File: src/rtl/fifo_wr_arbiter.sv
// Round-robin arbiter sharing the FIFO write port among NUM_REQ valid/ready requesters.
// Grants bursts of up to MAX_BURST beats and drives wr_en/data_in from registers.
//
// state | meaning
// IDLE  | no owner; each cycle with space, grant the first valid requester from rr_ptr
// OWN   | owner holds the port until MAX_BURST beats are taken or it drops valid
module fifo_wr_arbiter #(
    parameter int NUM_REQ    = 4,
    parameter int DATA_WIDTH = 16,
    parameter int MAX_BURST  = 4,
    parameter int CNT_WIDTH  = 16
) (
    input  logic                          clk,
    input  logic                          rst,
    input  logic [NUM_REQ-1:0]            req_valid,
    input  logic [NUM_REQ*DATA_WIDTH-1:0] req_data,
    output logic [NUM_REQ-1:0]            req_ready,
    input  logic                          fifo_full,
    input  logic                          fifo_almostfull,
    input  logic                          fifo_overflow,
    output logic                          fifo_wr_en,
    output logic [DATA_WIDTH-1:0]         fifo_data_in,
    output logic [$clog2(NUM_REQ)-1:0]    grant_id,
    output logic                          busy,
    output logic                          overflow_err,
    output logic [CNT_WIDTH-1:0]          beat_count
);

    localparam int ID_W = $clog2(NUM_REQ);
    localparam int BC_W = $clog2(MAX_BURST + 1);

    typedef enum logic {
        IDLE = 1'b0,
        OWN  = 1'b1
    } state_t;

    state_t            state, state_nxt;
    logic [ID_W-1:0]   rr_ptr, rr_ptr_nxt;
    logic [ID_W-1:0]   owner, owner_nxt;
    logic [BC_W-1:0]   burst_cnt, burst_nxt;

    logic              space;
    logic              win_found;
    logic [ID_W-1:0]   win_idx;
    int                scan_pos;
    logic              accept;
    logic [ID_W-1:0]   acc_idx;

    logic [DATA_WIDTH-1:0] req_word [NUM_REQ];

    function automatic logic [ID_W-1:0] next_idx(input logic [ID_W-1:0] idx);
        logic [ID_W-1:0] nxt;
        if (int'(idx) == NUM_REQ - 1) begin
            nxt = '0;
        end else begin
            nxt = idx + 1'b1;
        end
        return nxt;
    endfunction

    for (genvar g = 0; g < NUM_REQ; g++) begin : g_unpack
        assign req_word[g] = req_data[g*DATA_WIDTH +: DATA_WIDTH];
    end

    // A write already in flight may take the last slot, so almost-full blocks a
    // back-to-back beat; concurrent reads are ignored to stay on the safe side.
    assign space = !fifo_full && !(fifo_wr_en && fifo_almostfull);

    always_comb begin
        win_found = 1'b0;
        win_idx   = '0;
        scan_pos  = 0;
        for (int k = 0; k < NUM_REQ; k++) begin
            scan_pos = int'(rr_ptr) + k;
            if (scan_pos >= NUM_REQ) begin
                scan_pos = scan_pos - NUM_REQ;
            end
            if (!win_found && req_valid[scan_pos]) begin
                win_found = 1'b1;
                win_idx   = ID_W'(scan_pos);
            end
        end
    end

    always_comb begin
        state_nxt  = state;
        rr_ptr_nxt = rr_ptr;
        owner_nxt  = owner;
        burst_nxt  = burst_cnt;
        req_ready  = '0;
        accept     = 1'b0;
        acc_idx    = owner;

        case (state)
            IDLE: begin
                if (space && win_found) begin
                    req_ready[win_idx] = 1'b1;
                    accept             = 1'b1;
                    acc_idx            = win_idx;
                    if (MAX_BURST == 1) begin
                        rr_ptr_nxt = next_idx(win_idx);
                    end else begin
                        owner_nxt = win_idx;
                        burst_nxt = BC_W'(1);
                        state_nxt = OWN;
                    end
                end
            end
            OWN: begin
                if (!req_valid[owner]) begin
                    // Re-arbitrate next cycle; this costs one bubble.
                    state_nxt  = IDLE;
                    rr_ptr_nxt = next_idx(owner);
                    burst_nxt  = '0;
                end else if (space) begin
                    req_ready[owner] = 1'b1;
                    accept           = 1'b1;
                    acc_idx          = owner;
                    burst_nxt        = burst_cnt + 1'b1;
                    if (burst_cnt + 1'b1 == BC_W'(MAX_BURST)) begin
                        state_nxt  = IDLE;
                        rr_ptr_nxt = next_idx(owner);
                        burst_nxt  = '0;
                    end
                end
            end
            default: begin
                state_nxt = IDLE;
            end
        endcase
    end

    always_ff @(posedge clk) begin
        if (rst) begin
            state        <= IDLE;
            rr_ptr       <= '0;
            owner        <= '0;
            burst_cnt    <= '0;
            fifo_wr_en   <= 1'b0;
            fifo_data_in <= '0;
            grant_id     <= '0;
            overflow_err <= 1'b0;
            beat_count   <= '0;
        end else begin
            state      <= state_nxt;
            rr_ptr     <= rr_ptr_nxt;
            owner      <= owner_nxt;
            burst_cnt  <= burst_nxt;
            fifo_wr_en <= accept;
            if (accept) begin
                fifo_data_in <= req_word[acc_idx];
                grant_id     <= acc_idx;
                beat_count   <= beat_count + 1'b1;
            end
            if (fifo_overflow) begin
                overflow_err <= 1'b1;
            end
        end
    end

    assign busy = (state == OWN);

endmodule

File: config.mk
export PLATFORM = sky130hd
export DESIGN_NAME = fifo_wr_arbiter
export DESIGN_NICKNAME = d
export VERILOG_FILES = /design/src/rtl/fifo_wr_arbiter.sv
export SDC_FILE = /design/constraint.sdc
export NUM_CORES = 1
export LEC_CHECK = 0
export CAP_MARGIN = 10
export CORE_UTILIZATION = 46
export CTS_BUF_LIST = sky130_fd_sc_hd__clkbuf_16
export CTS_CLUSTER_DIAMETER = 50
export DETAILED_ROUTE_END_ITERATION = 8
export HOLD_SLACK_MARGIN = 0.03
export PLACE_DENSITY = 0.86
export SKIP_CTS_REPAIR_TIMING = 1
export SLEW_MARGIN = 10
export SYNTH_ARGS = -nofsm -noshare
export SYNTH_HDL_FRONTEND = slang
export SYNTH_SLANG_ARGS = --single-unit
File: constraint.sdc
create_clock -name clk -period 3.7 [get_ports clk]
set_input_delay 0.74 -clock clk [delete_from_list [all_inputs] [get_ports clk]]
set_output_delay 0.74 -clock clk [all_outputs]
set_load 0.03 [all_outputs]
==> results of run 1 <==
-- worst min-delay path, cell delays in order, from the launching register on --
cell,delay (ps)
dfxtp_1,320
nand2_1,60
a21oi_1,50
-- final timing paths --
kind,endpoint
max,req_ready[3]
max reg2reg,fifo_data_in[8]$_SDFFE_PP0P_
min,burst_cnt[1]$_SDFFE_PP0P_
min reg2reg,burst_cnt[1]$_SDFFE_PP0P_
-- through the flow --
step           cells  hold slack, ps   util  cell area [µm²]
6_report         642             479  0.683             4390
5_1_grt          642             501  0.683             4390
4_1_cts          642             479  0.683             4390
3_5_place_dp     634             470  0.658             4220
3_3_place_gp     634             456  0.658             4220
2_1_floorplan    474             452      -             3100
-- area by class of cell --
class / instances / share of cell area
clock buffer: 5 / 0.0285
clock inverter: 3 / 0.00884
multi-input combinational: 386 / 0.464
inverter: 4 / 0.00342
tap: 77 / 0.0220
sequential: 44 / 0.201
timing repair buffer: 123 / 0.273
-- power by group through the flow --
stage	combinational [mW]	clock [mW]	sequential [mW]
floorplan	0.220	0	0.578
global placement	0.444	0	0.534
detailed placement	0.454	0	0.534
CTS	0.456	0.500	0.525
global route	0.496	0.520	0.529
finish	0.459	0.491	0.525
-- cells by family (layout without fill, tap and decap cells) --
| group | after synthesis | in the layout | share of synthesized area |
|---|---|---|---|
| compound gates | 134 | 134 | 0.239 |
| xor+xnor | 15 | 15 | 0.0424 |
| fa+ha+maj | 7 | 7 | 0.0282 |
| buf+inv | 44 | 135 | 0.0601 |
| flops | 44 | 44 | 0.284 |
| mux | 4 | 4 | 0.0182 |
| simple gates | 226 | 226 | 0.328 |
-- metal layers --
metal  share of wire  wire [µm]  vias to the layer above
li1                -          -                     1853
met1            0.41       3890                     1740
met2            0.48       4590                      190
met3           0.083        794                       23
met4           0.028        270                        0
met5               0          0                        -
-- cell usage in the layout (no fill, tap or decap), types with 2 or more instances in the layout --
master	netlist	final
o21ai_0	28	28
nand4_1	39	39
buf_4	1	14
o21ai_1	38	38
nor2_1	35	35
o31ai_1	2	2
a211oi_1	2	2
inv_1	4	5
ha_1	7	7
mux2i_1	2	2
nor2b_1	4	4
xor2_1	9	9
nand2b_1	2	2
a31oi_1	17	17
clkbuf_16	0	5
dfxtp_1	44	44
a21oi_1	39	39
and2_1	3	3
clkdlybuf4s50_1	0	109
nand3_1	5	5
nand2_1	126	126
xnor2_1	6	6
nor3_1	4	4
-- registers in the layout (all words and copies together), names as in the netlist --
signal        flops
fifo_wr_en        1
burst_cnt         3
overflow_err      1
owner             2
beat_count       16
busy              1
grant_id          2
fifo_data_in     16
rr_ptr            2
==> out/results.ini, run 1 <==
[critical_path]
worstSetupPathType = primary input to primary output
crit_start = req_valid[1]
rr_worst_depth = 6
cp-start-kind = primary input
worstPathArrival_ps = 2630
crit_buf_inv = 2
critPathSlowestCell = clkdlybuf4s50_1
cp.required_ps = 2960
max_stage_delay_ps = 560
crit_family = simple AND/OR/NAND/NOR gates
crit_path_max_fanout = 5
crit_chain = clkdlybuf4s50_1 -> nor2_1 -> or4b_1 -> and2_1 -> nor2_1 -> a22o_1 -> buf_4
worst-path-stages = 7
endpoint_kind = primary output
reg2reg_slack_ps = 1390
crit_top_cell = nor2_1
r2r-start = owner[0]$_SDFFE_PP0N_

[clock_network]
worstSkewPairLatency_ps = 280
cts_tree = yes
clock_path_buffers = 2
cts-root-buf = clkbuf_16
htree_levels = 2
clk_pin_slew_ps = 60
clock-sinks = 44
numCtsBuffers = 5

[yosys]
synth_nets = 554
syn_inst = 474
synth_enable_flop_cells = 0
mappedNetlistArea_mm2 = 0.00310
ys_warn_count = 0
yosysTopAreaCellShare = 0.284
yosysUniqueCellTypes = 43
synth_area_leader_cell = dfxtp_1
synthTopCellsByArea = dfxtp_1, nand2_1, nand4_1, a21oi_1, o21ai_1
synthMostInstantiatedCell = nand2_1
synth-seq-area-share = 0.284
avgSynthCellArea_um2 = 6.54
synthArstFlopShare = 0
ys_seq_elements = 44
synth_ff_type = dfxtp_1
synthTopCellsByCount = nand2_1, dfxtp_1, a21oi_1, nand4_1, o21ai_1

[power]
max-vdd-ir-drop_v = 0.000332
seqPwrFrac = 0.356
combinationalPowerShare = 0.311
clkPwrFrac = 0.333
p_switching_mw = 0.460
p_int_mw = 1.02
power_density_mw_per_mm2 = 336
power_mw = 1.47
p_sw_frac = 0.312
p_leak_nw = 1.58

[floorplanning]
initial_utilization = 0.483
io_pins = 114
die_x_um = 84.1
die_y_um = 84.1
floorplan.core_area_mm2 = 0.00642
rows = 29
die_area_mm2 = 0.00708

[detailed_routing]
ant_nets = 0
num_vias = 3806
wirelength_um = 9550
drt-wirelength-per-cell_um = 14.9
viasPerCell = 5.93
dr.pass1.iters = 7
drt_iter0_drc = 216
drc = 14

[layout]
multi_input_area_mm2 = 0.00204
n_antenna_cell = 0
seq_area_um2 = 881
syn_to_final_growth_pct = 41.5
drive_above_1_share = 0.0460
fill_cells = 536
final_nets = 644

[run_status]
violations = DRC
status = finished with violations

[sta]
skew_ps = 2.91
drv_slew = 0
slew_headroom = 0.333
hold_violations = 0
max_freq_mhz = 297
rsz0062_at_grt = no
setup_ws_ps = 333
setup_viol_count_final = 0
layout_min_cycle_time_ps = 3370
tns_ps = 0
tightest_slew_ps = 997
min_period_over_period = 0.910

[placement]
portBuffers = 113
hpwl_um = 6600
gp_congestion = 0.838
pre_cts_ws_ps = 266

[grt]
top_usage_layer = met2
first_global_vias = 3406
grt_max_degree = 97
global_route.usage.met2 = 0.470
track_usage = 0.271
grt_pass1_wl_um = 15700
met3_usage = 0.0514
grt-ovfl-total = 0
grt_antenna_before_repair = 0
met1_usage = 0.336

[min_path]
hp-class = flop to flop
hold_depth = 2
hp-start = burst_cnt[1]$_SDFFE_PP0P_

[flow_run]
maxCapViolations = 0

No activity file was read; power rests on OpenSTA's default activity.
==> inputs of run 2 (changes only) <==
--- a/config.mk
+++ b/config.mk
@@ -5,13 +5,13 @@
 export SDC_FILE = /design/constraint.sdc
 export NUM_CORES = 1
 export LEC_CHECK = 0
-export CAP_MARGIN = 10
+export ABC_AREA = 1
 export CORE_UTILIZATION = 46
 export CTS_BUF_LIST = sky130_fd_sc_hd__clkbuf_16
 export CTS_CLUSTER_DIAMETER = 50
 export DETAILED_ROUTE_END_ITERATION = 8
 export HOLD_SLACK_MARGIN = 0.03
-export PLACE_DENSITY = 0.86
+export PLACE_DENSITY = 0.85
 export SKIP_CTS_REPAIR_TIMING = 1
 export SLEW_MARGIN = 10
 export SYNTH_ARGS = -nofsm -noshare
==> out/results.ini, run 2 <==
[sta]
min_period_over_period = 0.875  ; -0.0346
rsz0062_at_grt = no
drv_slew = 0  ; unchanged
skew_ps = 6.08  ; +3.17 ps
setup_ws_ps = 461  ; +128 ps
tightest_slew_ps = 895  ; -102 ps
setup_viol_count_final = 0  ; unchanged
layout_min_cycle_time_ps = 3240  ; -128 ps
max_freq_mhz = 309  ; +4.0%
slew_headroom = 0.403  ; +0.0696
tns_ps = 0  ; unchanged
hold_slack_ps = 474  ; -4.74 ps
hold_violations = 0  ; unchanged

[layout]
final_cells = 725  ; +13%
mostFrequentLayoutCells = inv_1, clkdlybuf4s50_1, nand2_1
syn_to_final_growth_pct = 40.0
multi_input_area_mm2 = 0.00171  ; -16%
final_nets = 708  ; +9.9%
largest_registers = beat_count x16, fifo_data_in x16, burst_cnt x3
final_common_cell = inv_1
seq_area_um2 = 881  ; unchanged
final_util = 0.668  ; -0.0153
design_area_mm2 = 0.00454  ; +3.4%
drive_above_1_share = 0.0795  ; +0.0335
n_antenna_cell = 0  ; unchanged
fill_cells = 613  ; +14%

[detailed_routing]
drt_iter0_drc = 151  ; -30%
drc = 0  ; -14
drt-wirelength-per-cell_um = 11.8  ; -20%
viasPerCell = 4.90  ; -17%
num_vias = 3556  ; -6.6%
dr.pass1.iters = 5  ; -2
ant_nets = 0  ; unchanged
wirelength_um = 8570  ; -10%

[grt]
grt-ovfl-total = 0  ; unchanged
first_global_vias = 3375  ; -0.91%
grt_max_degree = 36  ; -63%
grt_pass1_wl_um = 14500  ; -8.0%
track_usage = 0.241  ; -0.0305
grt_antenna_before_repair = 0  ; unchanged

[floorplanning]
die_area_mm2 = 0.00739  ; +4.4%
die_y_um = 86.0  ; +2.2%
rows = 30  ; +3.4%
io_pins = 114  ; unchanged
initial_utilization = 0.477  ; -0.00579
floorplan.core_area_mm2 = 0.00679  ; +5.8%
die_x_um = 86.0  ; +2.2%

[critical_path]
crit_family = buffers and inverters
cp-start-kind = primary input
worstSetupPathType = primary input to primary output
crit_buf_inv = 5  ; +3
crit_top_cell = nand2_1
endpoint_kind = primary output
crit_chain = clkdlybuf4s50_1 -> inv_1 -> nand2_1 -> nand3_1 -> nand2_2 -> inv_1 -> nand2_1 -> nand2_1 -> nand2_1 -> inv_1 -> o31ai_1 -> buf_4
critPathSlowestCell = clkdlybuf4s50_1
cp.required_ps = 2960  ; about the same
crit_path_max_fanout = 3  ; -2
worstPathArrival_ps = 2500  ; -130 ps
max_stage_delay_ps = 490  ; -70 ps

[power]
max-vdd-ir-drop_v = 0.000298  ; -10%
p_int_mw = 1.18  ; +16%
p_sw_frac = 0.387  ; +0.0756
p_switching_mw = 0.743  ; +62%
p_leak_nw = 2.27  ; +44%
seqPwrFrac = 0.302  ; -0.054
combinationalPowerShare = 0.443  ; +0.132
power_density_mw_per_mm2 = 423  ; +26%
power_mw = 1.92  ; +30%
clkPwrFrac = 0.255  ; -0.078

[clock_network]
clk_pin_slew_ps = 60  ; about the same
cts_tree = yes
clock_path_buffers = 2  ; unchanged
numCtsBuffers = 5  ; unchanged
worstSkewPairLatency_ps = 280  ; about the same
cts-root-buf = clkbuf_16
clock-sinks = 44  ; unchanged
htree_levels = 2  ; unchanged

[yosys]
synthArstFlopShare = 0  ; unchanged
synthMostInstantiatedCell = inv_1
synth_area_leader_cell = dfxtp_1
synthTopCellsByArea = dfxtp_1, inv_1, nand3_1, nand2_1, o21ai_0
synth_nets = 605  ; +9.2%
synth_enable_flop_cells = 0  ; unchanged
yosysUniqueCellTypes = 34  ; -21%
ys_seq_elements = 44  ; unchanged
avgSynthCellArea_um2 = 6.17  ; -5.6%
ys_warn_count = 0  ; unchanged
synth-seq-area-share = 0.272  ; -0.0123
synthTopCellsByCount = inv_1, nand2_1, nand3_1, dfxtp_1, o21ai_0
mappedNetlistArea_mm2 = 0.00324  ; +4.5%
synth_ff_type = dfxtp_1
syn_inst = 525  ; +11%
yosysTopAreaCellShare = 0.272  ; -0.0123

[run_status]
status = completed

[flow_run]
maxCapViolations = 0  ; unchanged

[placement]
portBuffers = 113  ; unchanged
gp_congestion = 0.855  ; +2.1%
place_inst = 717  ; +13%
place_area_mm2 = 0.00437  ; +3.5%
hpwl_um = 6530  ; -1.1%
pre_cts_ws_ps = 462  ; +196 ps

[min_path]
hp-class = flop to flop

run 2: cell count changes after synthesis, sizes merged, moves of 17 or more:
cell / change
inv: +131
o21ai: -28
nand3: +98
nand4: -36
a21oi: -17
a31oi: -18
run 2: final timing paths:
path                                                start                           end  slack, ps  cells after the start
worst min-delay path            overflow_err$_SDFFE_PP0P_     overflow_err$_SDFFE_PP0P_        470                      2
worst max register to register     rr_ptr[0]$_SDFFE_PP0P_  fifo_data_in[6]$_SDFFE_PP0P_       1130                     15
worst max-delay path                         req_valid[1]                  req_ready[2]        460                     12
worst min register to register  overflow_err$_SDFFE_PP0P_     overflow_err$_SDFFE_PP0P_        470                      2
run 2: area by class of cell:
cell class / count / area share
Multi-Input combinational cell: 325 / 0.376
Tap cell: 96 / 0.0265
Timing Repair Buffer: 117 / 0.254
Clock inverter: 3 / 0.00937
Sequential cell: 44 / 0.194
Inverter: 135 / 0.113
Clock buffer: 5 / 0.0276
run 2: cells by family after synthesis:
group	after synthesis	share of synthesized area
XOR/XNOR	3	0.00811
buffers and inverters	156	0.202
AND/OR/NAND/NOR	249	0.382
flip-flops	44	0.272
AO/OA/AOI/OAI	66	0.109
adder cells (fa/ha/maj)	7	0.0270
run 2: routing by layer:
layer	part of all wire	vias up	track usage
li1	-	1830	-
met5	0	-	0
met1	0.41	1610	0.276
met4	0.024	0	0.0652
met2	0.52	98	0.458
met3	0.045	18	0.0385
run 2: worst min-delay path, stage by stage, from the launching register on:
cell and delay [ps]:
dfxtp_1 320, nor2_1 50, nor2_1 70
run 2: power by group through the flow:
stage / clock (mW) / combinational [mW] / sequential [mW]
floorplan: 0 / 0.513 / 0.669
global placement: 0 / 0.835 / 0.586
detailed placement: 0 / 0.850 / 0.587
CTS: 0.501 / 0.854 / 0.579
global route: 0.521 / 0.941 / 0.587
finish: 0.489 / 0.850 / 0.580
==> inputs of run 3 (changes only) <==
--- a/config.mk
+++ b/config.mk
@@ -12,8 +12,9 @@
 export DETAILED_ROUTE_END_ITERATION = 8
 export HOLD_SLACK_MARGIN = 0.03
 export PLACE_DENSITY = 0.85
+export SETUP_SLACK_MARGIN = 0.4
 export SKIP_CTS_REPAIR_TIMING = 1
-export SLEW_MARGIN = 10
+export SLEW_MARGIN = 20
 export SYNTH_ARGS = -nofsm -noshare
 export SYNTH_HDL_FRONTEND = slang
 export SYNTH_SLANG_ARGS = --single-unit
==> out/results.ini, run 3 (same netlist as run 2, synthesis figures left out) <==
[run_status]
status = completed

[clock_network]
cts-root-buf = clkbuf_16
clk_pin_slew_ps = 60  ; about the same
clock_path_buffers = 2  ; unchanged
clock-sinks = 44  ; unchanged
cts_tree = yes
worstSkewPairLatency_ps = 280  ; about the same
htree_levels = 2  ; unchanged
numCtsBuffers = 5  ; unchanged

[critical_path]
r2r_end = fifo_data_in[10]$_SDFFE_PP0P_
reg2reg_slack_ps = 1130  ; about the same
critPathSlowestCell = clkdlybuf4s50_1
crit_path_max_fanout = 3  ; unchanged
r2r-start = rr_ptr[0]$_SDFFE_PP0P_
worstSetupPathType = primary input to primary output
crit_buf_inv = 5  ; unchanged
rr_worst_depth = 15  ; unchanged
cp.required_ps = 2960  ; about the same
max_stage_delay_ps = 490  ; about the same
crit_family = buffers and inverters
cp-start-kind = primary input
endpoint_kind = primary output
worstPathArrival_ps = 2440  ; -60 ps
crit_chain = clkdlybuf4s50_1 -> inv_1 -> nand2_1 -> nand3_1 -> nand2_2 -> inv_1 -> nand3_1 -> nand2_2 -> inv_2 -> nand2_4 -> o21ai_0 -> buf_4
crit_start = req_valid[1]

[flow_run]
maxCapViolations = 0  ; unchanged

[layout]
n_antenna_cell = 0  ; unchanged
drive_above_1_share = 0.0843  ; +0.00477
final_nets = 708  ; unchanged
syn_to_final_growth_pct = 40.2
largest_registers = beat_count x16, fifo_data_in x16, burst_cnt x3
final_util = 0.669  ; +0.00111
final_common_cell = inv_1
mostFrequentLayoutCells = inv_1, clkdlybuf4s50_1, nand2_1

[floorplanning]
floorplan.core_area_mm2 = 0.00679  ; unchanged
initial_utilization = 0.477  ; unchanged
die_y_um = 86.0  ; unchanged
die_x_um = 86.0  ; unchanged
rows = 30  ; unchanged
io_pins = 114  ; unchanged
die_area_mm2 = 0.00739  ; unchanged

[sta]
max_freq_mhz = 314  ; +1.8%
rsz0062_at_grt = yes
layout_min_cycle_time_ps = 3180  ; -57.2 ps
setup_ws_ps = 518  ; +57.2 ps
min_period_over_period = 0.860  ; -0.0155
hold_violations = 0  ; unchanged
tightest_slew_ps = 893  ; -1.83 ps
tns_ps = 0  ; unchanged
skew_ps = 5.95  ; -0.138 ps
hold_slack_ps = 474  ; +0.0130 ps
drv_slew = 0  ; unchanged
setup_viol_count_final = 0  ; unchanged
slew_headroom = 0.404  ; +0.00122

[power]
p_switching_mw = 0.746  ; +0.37%
seqPwrFrac = 0.302  ; about the same
power_density_mw_per_mm2 = 423  ; about the same
p_int_mw = 1.18  ; +0.17%
max-vdd-ir-drop_v = 0.000298  ; about the same
p_leak_nw = 2.27  ; about the same
combinationalPowerShare = 0.444  ; about the same
power_mw = 1.92  ; +0.24%
clkPwrFrac = 0.254  ; about the same
p_sw_frac = 0.388  ; +0.000476

[placement]
pre_cts_ws_ps = 462  ; unchanged
gp_congestion = 0.855  ; unchanged
hpwl_um = 6530  ; unchanged
portBuffers = 113  ; unchanged

[detailed_routing]
drt_iter0_drc = 157  ; +4.0%
num_vias = 3561  ; +0.14%
drc = 0  ; unchanged
viasPerCell = 4.91  ; +0.14%
drt-wirelength-per-cell_um = 11.8  ; -0.27%
wirelength_um = 8550  ; -0.27%
ant_nets = 0  ; unchanged
dr.pass1.iters = 4  ; -1

[grt]
grt_max_degree = 36  ; unchanged
first_global_vias = 3375  ; unchanged
grt_pass1_wl_um = 14500  ; unchanged
track_usage = 0.241  ; unchanged
grt_antenna_before_repair = 0  ; unchanged
grt-ovfl-total = 0  ; unchanged

[min_path]
holdPathEnd = overflow_err$_SDFFE_PP0P_
hold_depth = 2  ; unchanged
hp-start = overflow_err$_SDFFE_PP0P_
hp-class = flop to flop

run 3: cell counts in the layout (fill, tap and decap cells not counted):
Identical to the previous run, type by type.
run 3: final cells by class:
type	count	area, µm²
flip-flops and latches	44	881
well taps	96	120
inverters	135	512
clock buffers	5	125
multi-input cells	325	1710
fillers	612	2250
clock inverters	3	42.5
repair buffers	117	1150
run 3: routing by layer:
| layer | share of wire | up-vias | global-route usage |
|---|---|---|---|
| li1 | - | 1832 | - |
| met1 | 0.40 | 1611 | 0.276 |
| met2 | 0.53 | 102 | 0.458 |
| met3 | 0.050 | 16 | 0.0385 |
| met4 | 0.019 | 0 | 0.0652 |
| met5 | 0 | - | 0 |
run 3: through the flow:
| stage | std cells | area (µm²) |
|---|---|---|
| after floorplan | 525 | 3240 |
| after CTS | 725 | 4540 |
| final | 725 | 4550 |
| after global placement | 717 | 4370 |
| after detailed placement | 717 | 4370 |
| after global routing | 725 | 4550 |
run 3: power by group through the flow:
| stage | registers, mW | clock network [mW] | logic, mW |
|---|---|---|---|
| finish | 0.580 | 0.489 | 0.854 |
| global route | 0.588 | 0.521 | 0.947 |
| CTS | 0.579 | 0.501 | 0.854 |
| detailed placement | 0.587 | 0 | 0.850 |
| global placement | 0.586 | 0 | 0.835 |
| floorplan | 0.669 | 0 | 0.513 |
run 3: worst max-delay path by stage:
stage	to	slack [ps]	cells past startpoint
after floorplan	req_ready[1]	510	6
after global placement	req_ready[2]	490	12
after detailed placement	req_ready[2]	460	12
after CTS	req_ready[2]	450	12
after global routing	req_ready[2]	400	11
final	req_ready[1]	520	12
run 3: worst register-to-register path, stage by stage (launching register included):
cell	delay, ps
dfxtp_1	540
inv_4	110
nand2_1	80
nand2_1	100
nand2_2	110
nand2_2	90
nor2_8	120
nand3_4	110
nand3_4	130
nand2_4	240
o21ai_4	390
nand2_1	150
nand3_1	120
nand3_1	70
nand2_1	70
inv_1	30
